--- src/rtl/muldiv_unit.sv ---
`default_nettype none
// ============================================================================
//  Module   : muldiv_unit
//  Purpose  : Iterative multiply/divide unit with architectural HI/LO
//             registers. It serves MULT, MULTU, DIV, DIVU, MTHI and MTLO, and
//             produces one result bit per cycle.
//  Ports    : Clock        - rising-edge clock
//             Reset        - synchronous active-high reset
//             Start        - request strobe, sampled only while Busy=0
//             Op[2:0]      - 000 MULT, 001 MULTU, 010 DIV, 011 DIVU,
//                            100 MTHI, 101 MTLO, 11x no-op
//             A, B         - rs / rt operands
//             Busy         - arithmetic operation in progress
//             Done         - one-cycle pulse when MULT/DIV writes HI/LO
//             Hi, Lo       - architectural HI / LO registers
//  Revision : 1.0 - initial release
// ============================================================================
module muldiv_unit #(
  parameter int WIDTH = 32
) (
  input  logic             Clock,
  input  logic             Reset,
  input  logic             Start,
  input  logic [2:0]       Op,
  input  logic [WIDTH-1:0] A,
  input  logic [WIDTH-1:0] B,
  output logic             Busy,
  output logic             Done,
  output logic [WIDTH-1:0] Hi,
  output logic [WIDTH-1:0] Lo
);

  localparam int CNT_W = $clog2(WIDTH + 1);

  typedef enum logic [1:0] {
    S_IDLE = 2'd0,
    S_CALC = 2'd1,
    S_FIX  = 2'd2
  } state_t;

  state_t               state_q, state_d;
  logic [CNT_W-1:0]     cnt_q, cnt_d;
  // Multiply: {partial product, remaining multiplier bits}.
  // Divide: the low half holds the dividend, which is shifted out while the
  // quotient bits are shifted in.
  logic [2*WIDTH-1:0]   acc_q, acc_d;
  logic [WIDTH-1:0]     rem_q, rem_d;      // divide partial remainder
  logic [WIDTH-1:0]     opb_q, opb_d;      // multiplicand / divisor magnitude
  logic [WIDTH-1:0]     a_orig_q, a_orig_d;
  logic                 is_div_q, is_div_d;
  logic                 b_zero_q, b_zero_d;
  logic                 neg_q, neg_d;      // negate product / quotient
  logic                 rem_neg_q, rem_neg_d;
  logic [WIDTH-1:0]     hi_q, hi_d;
  logic [WIDTH-1:0]     lo_q, lo_d;
  logic                 done_q, done_d;

  // Operand magnitudes. Negating the most-negative value returns the same
  // bit pattern, and that pattern is the correct unsigned magnitude.
  logic                 signed_op;
  logic [WIDTH-1:0]     a_mag, b_mag;
  assign signed_op = ~Op[0];
  assign a_mag = (signed_op && A[WIDTH-1]) ? -A : A;
  assign b_mag = (signed_op && B[WIDTH-1]) ? -B : B;

  // Shift-add step. The extra sum bit keeps the carry.
  logic [WIDTH:0]       mul_sum;
  assign mul_sum = {1'b0, acc_q[2*WIDTH-1:WIDTH]} +
                   (acc_q[0] ? {1'b0, opb_q} : {(WIDTH+1){1'b0}});

  // Restoring-division step on a WIDTH+1-bit shifted remainder.
  logic [WIDTH:0]       div_shift, div_diff;
  logic                 div_ge;
  assign div_shift = {rem_q, acc_q[WIDTH-1]};
  assign div_diff  = div_shift - {1'b0, opb_q};
  assign div_ge    = (div_shift >= {1'b0, opb_q});

  // Sign correction. Most-negative / -1 needs no special case: the
  // magnitude quotient 2^(WIDTH-1) is not negated because the signs match,
  // and the remainder is 0.
  logic [2*WIDTH-1:0]   prod_fix;
  logic [WIDTH-1:0]     quo_fix, rem_fix;
  assign prod_fix = neg_q ? -acc_q : acc_q;
  assign quo_fix  = neg_q ? -acc_q[WIDTH-1:0] : acc_q[WIDTH-1:0];
  assign rem_fix  = rem_neg_q ? -rem_q : rem_q;

  always_comb begin
    state_d   = state_q;
    cnt_d     = cnt_q;
    acc_d     = acc_q;
    rem_d     = rem_q;
    opb_d     = opb_q;
    a_orig_d  = a_orig_q;
    is_div_d  = is_div_q;
    b_zero_d  = b_zero_q;
    neg_d     = neg_q;
    rem_neg_d = rem_neg_q;
    hi_d      = hi_q;
    lo_d      = lo_q;
    done_d    = 1'b0;

    case (state_q)
      S_IDLE: begin
        if (Start) begin
          case (Op[2:1])
            2'b00, 2'b01: begin
              state_d   = S_CALC;
              cnt_d     = '0;
              acc_d     = {{WIDTH{1'b0}}, a_mag};
              rem_d     = '0;
              opb_d     = b_mag;
              a_orig_d  = A;
              is_div_d  = Op[1];
              b_zero_d  = (B == '0);
              neg_d     = signed_op & (A[WIDTH-1] ^ B[WIDTH-1]);
              rem_neg_d = signed_op & A[WIDTH-1];
            end
            2'b10: begin
              if (Op[0]) lo_d = A;
              else       hi_d = A;
            end
            default: ;
          endcase
        end
      end

      S_CALC: begin
        if (is_div_q) begin
          rem_d = div_ge ? div_diff[WIDTH-1:0] : div_shift[WIDTH-1:0];
          acc_d = {acc_q[2*WIDTH-1:WIDTH], acc_q[WIDTH-2:0], div_ge};
        end else begin
          acc_d = {mul_sum, acc_q[WIDTH-1:1]};
        end
        if (cnt_q == CNT_W'(WIDTH - 1)) state_d = S_FIX;
        else                            cnt_d   = cnt_q + 1'b1;
      end

      S_FIX: begin
        state_d = S_IDLE;
        done_d  = 1'b1;
        if (!is_div_q) begin
          hi_d = prod_fix[2*WIDTH-1:WIDTH];
          lo_d = prod_fix[WIDTH-1:0];
        end else if (b_zero_q) begin
          // Division by zero returns all ones and the untouched dividend.
          hi_d = a_orig_q;
          lo_d = '1;
        end else begin
          hi_d = rem_fix;
          lo_d = quo_fix;
        end
      end

      default: state_d = S_IDLE;
    endcase
  end

  always_ff @(posedge Clock) begin
    if (Reset) begin
      state_q   <= S_IDLE;
      cnt_q     <= '0;
      acc_q     <= '0;
      rem_q     <= '0;
      opb_q     <= '0;
      a_orig_q  <= '0;
      is_div_q  <= 1'b0;
      b_zero_q  <= 1'b0;
      neg_q     <= 1'b0;
      rem_neg_q <= 1'b0;
      hi_q      <= '0;
      lo_q      <= '0;
      done_q    <= 1'b0;
    end else begin
      state_q   <= state_d;
      cnt_q     <= cnt_d;
      acc_q     <= acc_d;
      rem_q     <= rem_d;
      opb_q     <= opb_d;
      a_orig_q  <= a_orig_d;
      is_div_q  <= is_div_d;
      b_zero_q  <= b_zero_d;
      neg_q     <= neg_d;
      rem_neg_q <= rem_neg_d;
      hi_q      <= hi_d;
      lo_q      <= lo_d;
      done_q    <= done_d;
    end
  end

  assign Busy = (state_q != S_IDLE);
  assign Done = done_q;
  assign Hi   = hi_q;
  assign Lo   = lo_q;

endmodule
`default_nettype wire

--- config.mk ---
export PLATFORM = sky130hd
export DESIGN_NAME = muldiv_unit
export DESIGN_NICKNAME = d
export VERILOG_FILES = /design/src/rtl/muldiv_unit.sv
export SDC_FILE = /design/constraint.sdc
export NUM_CORES = 1
export LEC_CHECK = 0
export CORE_ASPECT_RATIO = 0.7
export CORE_MARGIN = 2
export CORE_UTILIZATION = 41
export DETAILED_ROUTE_END_ITERATION = 8
export GPL_ROUTABILITY_DRIVEN = 0
export REMOVE_ABC_BUFFERS = 1
export SLEW_MARGIN = 20
export SYNTH_ARGS = -nofsm -noshare
export SYNTH_HDL_FRONTEND = slang
export SYNTH_SLANG_ARGS = --single-unit
--- constraint.sdc ---
create_clock -name Clock -period 9.4 [get_ports Clock]
set_input_delay 2.35 -clock Clock [delete_from_list [all_inputs] [get_ports Clock]]
set_output_delay 2.35 -clock Clock [all_outputs]
set_load 0.02 [all_outputs]
# Word-level counts from Yosys, hierarchy flattened
# Index checks and enable logic that the tools add are counted.
dict set report classes {
  n_eq_ne 14
  addsub 8
  n_bitwise 4
  muxes 36
  n_reduce_logical 17
  n_lt_le_gt_ge 1
}
# cell count
set ops {}
lappend ops {{$mux W32} 19}
lappend ops {{$mux W64} 4}
lappend ops {{$pmux W32 S2} 3}
lappend ops {{$neg A32 Y32} 4}
lappend ops {{$pmux W64 S2} 1}
lappend ops {{$neg A64 Y64} 1}
lappend ops {{$add A32 B32 Y33} 1}
lappend ops {{$ge A33 B32 Y1} 1}
lappend ops {{$logic_not A32 Y1} 1}
lappend ops {{$sub A32 B32 Y32} 1}
lappend ops {{$reduce_and A4 Y1} 5}
lappend ops {{$mux W6} 3}
lappend ops {{$ne A2 B2 Y1 const B} 7}
lappend ops {{$pmux W6 S2} 1}
lappend ops {{$reduce_and A3 Y1} 3}
lappend ops {{$add A6 B1 Y6 const B} 1}
lappend ops {{$eq A6 B5 Y1 const B} 1}
lappend ops {{$mux W2} 3}
lappend ops {{$reduce_bool A2 Y1} 3}
lappend ops {{$eq A2 B1 Y1 const B} 2}
lappend ops {{$eq A2 B2 Y1 const B} 2}
lappend ops {{$logic_not A2 Y1} 2}
lappend ops {{$ne A2 B1 Y1 const B} 2}
lappend ops {{$pmux W2 S2} 1}
lappend ops {{6 further kinds} 8}
dict set report word_totals {
  reg_bits 237
  in_bits 70
  out_inout_bits 66
}

# Logic depth before layout (Yosys ltp)
dict set report depth {
  ltp_word 6
  mapped_depth 15
  ltp_nobuf 14
}

# Least setup slack after synthesis
# Ideal clock, no wire load.
dict set report synth_timing {
  path_type {input-to-reg}
  from {input port B[12]}
  to {register opb_q[30]}
  t_arrival_ns 4.729
  cell_stages 10
  setup_ns 0.086
  path_slack_ns 4.585
  path_cell_list {or3_1 -> nor3_1 -> nand3b_1 -> nor4_1 -> nor2b_1 -> nand2_1 -> or4_1 -> o41ai_1 -> xor2_1 -> a211oi_1}
}
dict set report synth_between {
  elab_chain_cells 2
}
# item line
set synth_lines {}
lappend synth_lines {{start: declaration} 26} ;# input logic [WIDTH-1:0] B,
lappend synth_lines {{$neg A32 Y32} 64} ;# assign b_mag = (signed_op && B[WIDTH-1]) ? -B : B;
lappend synth_lines {{$mux W32} 64}
lappend synth_lines {{end signal: assignment} 178} ;# opb_q <= opb_d;
lappend synth_lines {{end: declaration} 48} ;# logic [WIDTH-1:0] opb_q, opb_d;
# No other way between the ends.
# A chain may end at the register's enable or synchronous reset.

# Worst setup path in the final report
dict set report layout_timing {
  from {input port A[7]}
  to {register acc_q[28]}
}
dict set report layout_between {
  elab_chain_cells 5
}
# item line
set layout_lines {}
lappend layout_lines {{start: declaration} 25} ;# input logic [WIDTH-1:0] A,
lappend layout_lines {{$neg A32 Y32} 63} ;# assign a_mag = (signed_op && A[WIDTH-1]) ? -A : A;
lappend layout_lines {{$mux W32} 63}
lappend layout_lines {{$mux W64} 105} ;# case (Op[2:1])
lappend layout_lines {{$mux W64} 104} ;# if (Start) begin
lappend layout_lines {{$pmux W64 S2} 102} ;# case (state_q)
lappend layout_lines {{end signal: assignment} 162} ;# acc_q <= '0;
lappend layout_lines {{end signal: assignment} 176} ;# acc_q <= acc_d;
lappend layout_lines {{end: declaration} 46} ;# logic [2*WIDTH-1:0] acc_q, acc_d;
# No other way between the ends. The select of a mux whose other input is x is not followed.

==> impl_results.md <==
* Slew HR at ~30%
* Area of the multi-input gates at ~11000 µm²
* Worst-path maximum fanout at 7
* Synth unique cells at 74
* Final Worst Setup Slack at 4.09 ns
* Critical path class: in2reg
* Setup_tns at 0 ns
* Final wirelength at 53700 µm
* Synth Cell Area at 16500 µm²
* Slew Viols, Final at 0
* Rows at 61
* Setup Buffers After CTS at 0
* Tightest Pin Transition at 1.05 ns
* TritonRoute pass-1 iters at 6
* Proportion of layout cells with a drive suffix above 1 at 4.86%
* Seq pwr share at 41.0%
* Flop2flop setup slack at 4.66 ns
* Post-route DRC at 0
* Asr flop ratio synth at 0%
* DPL Wire Length at 39400 µm
* GRT Util Overall at 25.1%
* Leakage at 7.12 nW
* Startpoint types: primary input
* Initial drt markers at about 1500
* Arr. time, crit path at 5.72 ns
* Post-layout power at around 0.0026 W
* HP Class: reg2reg
* Sequential area share after synthesis at 28.7%
* Critical R2R Capture: acc_q[63]$_SDFFE_PP0P_
* Number of enable flip-flop cells after synthesis at 0
* Die H at 172 µm
* Status: complete, no violations
* Die W at 244 µm
* Main synth FF type: dfxtp_1
* CTS clk-pin slew, worst paths at 0.06 ns
* WP data required at 9.81 ns
* Ant. Diodes at 0
* Post-Synthesis Cells at between 2000 and 2500
* Post_cts resized at 0
* FF/Latch Area at approximately 4700 µm²
* R2R cell count at 13
* Final non-filler cell total at 2779
* GRT Residual Overflow at 0
* Min Tclk post-route at 5.31 ns
* Clk_skew at between 0.01 and 0.015 ns
* Via Count at 16400
* Core area at 39700 µm²
* WL per Instance at 19.3 µm
* # hold bufs at CTS at 0
* Final Cycle Share at between 50% and 60%
* Placed insts at 2731
* Worst R2R Start: acc_q[0]$_SDFFE_PP0P_
* Ys Warns at 0
* TritonCTS clock tree: built
* FF+latch count, synth at 237
* Clock Sinks at 237
* Mean Syn Cell Area at between 7 and 8 µm²
* Pre-CTS WS at 3.60 ns
* Worst Setup SP: A[7]
* Clk root buf: clkbuf_16
* Cell Pwr Density at around 140 nW/µm²
* # fillers at 3951
* H-tree depth at 1
* Logic pwr share at 17.7%
* Layout Utilization at 48.0%
* Port bufs at around 140
* Fin. Hold Viols at 0
* Initial core utilization at between 40 and 50%
* Internal at 0.00186 W
* Switching part of the total at 29.5%
* Clock Tree Buf Depth at 3
* Max_cap viols at 0
* Die ar. at 41900 µm²
* Post-route ant nets at 0
* Nets at 2366
* Largest net degree at the start of global routing at 102
* Initial antenna violation count at 0
* Area growth, synth to finish at 15.5%
* I/O pins at 136
* CP endpoint: acc_q[28]$_SDFFE_PP0P_
* Vias in the first global route at between 15000 and 20000
* RSZ-0062 raised after global routing: false
* Clock power frac at 41.3%
* Switching power at about 0.0008 W
* Crit. End Element: flip-flop
* Vias/cell at 5.88
* Clock latency on the worst-skew pair at 0.56 ns
* Num CTS Buffers at 26
* Fmax at 188 MHz
* First-pass GRT wire length at 84300 µm
* Max VDD drop at approximately 0.00013 V
* Setup violators final at 0
==> synthesized netlist by cell type, types with 4 or more instances <==
cell | number | area share [%]
a221oi_1 | 7 | 0.37
a21oi_1 | 198 | 6.0
mux2i_1 | 50 | 3.0
nor3_1 | 29 | 0.88
nor2b_1 | 21 | 0.80
or4_4 | 4 | 0.27
nor4_1 | 21 | 0.80
a31oi_1 | 10 | 0.38
and2_1 | 7 | 0.27
o21ai_1 | 5 | 0.15
o221ai_1 | 37 | 2.0
nand2_1 | 290 | 6.6
inv_1 | 65 | 1.5
xnor2_1 | 113 | 6.0
a21o_1 | 33 | 1.5
a22o_1 | 20 | 1.1
a2111oi_0 | 9 | 0.48
a22oi_1 | 11 | 0.50
and3_1 | 11 | 0.42
nor2_1 | 234 | 5.3
a211oi_1 | 65 | 3.0
nand4_1 | 11 | 0.42
ha_1 | 69 | 5.2
xor2_1 | 86 | 4.6
nand3b_1 | 5 | 0.23
or4_1 | 10 | 0.45
or3_1 | 27 | 1.0
dfxtp_1 | 237 | 29
o211ai_1 | 30 | 1.4
o22ai_1 | 10 | 0.38
o41ai_1 | 18 | 0.96
nand3_1 | 39 | 1.2
o21ai_0 | 111 | 3.4
buf_1 | 17 | 0.39
or2_2 | 14 | 0.53
clkbuf_1 | 134 | 3.0
nand2b_1 | 19 | 0.72
o21bai_1 | 8 | 0.36
a311oi_1 | 13 | 0.69
o31ai_1 | 39 | 1.8
o21a_1 | 7 | 0.32
==> cell families after synthesis <==
kind of cell,count (synthesis),synth area share [%]
fa+ha+maj,71,5.47
flops,237,28.7
mux,53,3.24
xor+xnor,199,10.6
simple gates,755,20.7
compound gates,658,26.3
buf+inv,219,5.04
==> placed cells by master, fill, tap and decap left out, drive strengths merged, types with 30 or more instances in the layout <==
master	Yosys	final
clkbuf	134	41
xor2	86	86
nor3	30	30
nor2	235	235
o21ai	116	116
mux2i	50	50
a21oi	198	198
nand2	290	290
clkdlybuf4s50	0	134
o211ai	30	30
xnor2	113	113
o221ai	37	37
o31ai	40	40
a211oi	65	65
nand3	40	40
inv	65	65
a21o	33	33
ha	69	69
dfxtp	237	237
==> power by group through the flow <==
stage | logic [W] | clock network, W | registers (W)
3_5_place_dp | 0.000458 | 0 | 0.00110
6_report | 0.000468 | 0.00109 | 0.00108
3_3_place_gp | 0.000453 | 0 | 0.00110
5_1_grt | 0.000514 | 0.00114 | 0.00109
4_1_cts | 0.000461 | 0.00111 | 0.00108
2_1_floorplan | 0.000281 | 0 | 0.00110
==> registers in the layout (all words and copies together) (netlist names) <==
signal / count
acc_q: 64
rem_neg_q: 1
opb_q: 32
Done: 1
is_div_q: 1
Lo: 32
rem_q: 32
Hi: 32
b_zero_q: 1
a_orig_q: 32
state_q: 2
neg_q: 1
cnt_q: 6
==> per-layer routing <==
metal	track usage [%]	wire length, µm	up-vias
li1	-	-	7931
met1	36.6	26100	7812
met2	38.8	22700	538
met3	3.68	3680	69
met4	5.70	1160	0
met5	0	0	-
==> worst min path at each step <==
stage                         startpoint                   endpoint  slack (ns)  cells after the start
2_1_floorplan  a_orig_q[10]$_SDFFE_PP0P_  a_orig_q[10]$_SDFFE_PP0P_        0.43                      2
3_5_place_dp         Hi[24]$_SDFFE_PP0P_        Hi[24]$_SDFFE_PP0P_        0.43                      2
6_report              Lo[0]$_SDFFE_PP0P_         Lo[0]$_SDFFE_PP0P_        0.45                      2
3_3_place_gp         Hi[24]$_SDFFE_PP0P_        Hi[24]$_SDFFE_PP0P_        0.43                      2
5_1_grt        a_orig_q[23]$_SDFFE_PP0P_  a_orig_q[23]$_SDFFE_PP0P_        0.47                      2
4_1_cts              Hi[24]$_SDFFE_PP0P_        Hi[24]$_SDFFE_PP0P_        0.45                      2
==> worst max-delay path: stages <==
cell             delay [ns]
clkdlybuf4s50_1        0.61
nor4_1                 0.50
nand2b_1               0.17
or4b_2                 0.77
nand2b_1               0.25
nor3_1                 0.45
a21oi_1                0.15
xor2_1                 0.18
o21ai_0                0.18
a21oi_1                0.09
==> layout make-up <==
cell class | instances | area share (%)
Multi-Input combinational cell | 1736 | 57.6
Inverter | 65 | 1.28
Clock buffer | 41 | 4.03
Timing Repair Buffer | 159 | 8.15
Sequential cell | 237 | 24.9
Clock inverter | 6 | 0.551
Tap cell | 535 | 3.51
==> metrics by stage <==
stage / cell area [µm²] / hold WS (ns)
floorplan: 15900 / 0.427
global route: 19100 / 0.473
finish: 19100 / 0.453
global placement: 18100 / 0.432
CTS: 19000 / 0.451
detailed placement: 18200 / 0.433
Note: power is estimated with default switching activity, not from simulation.
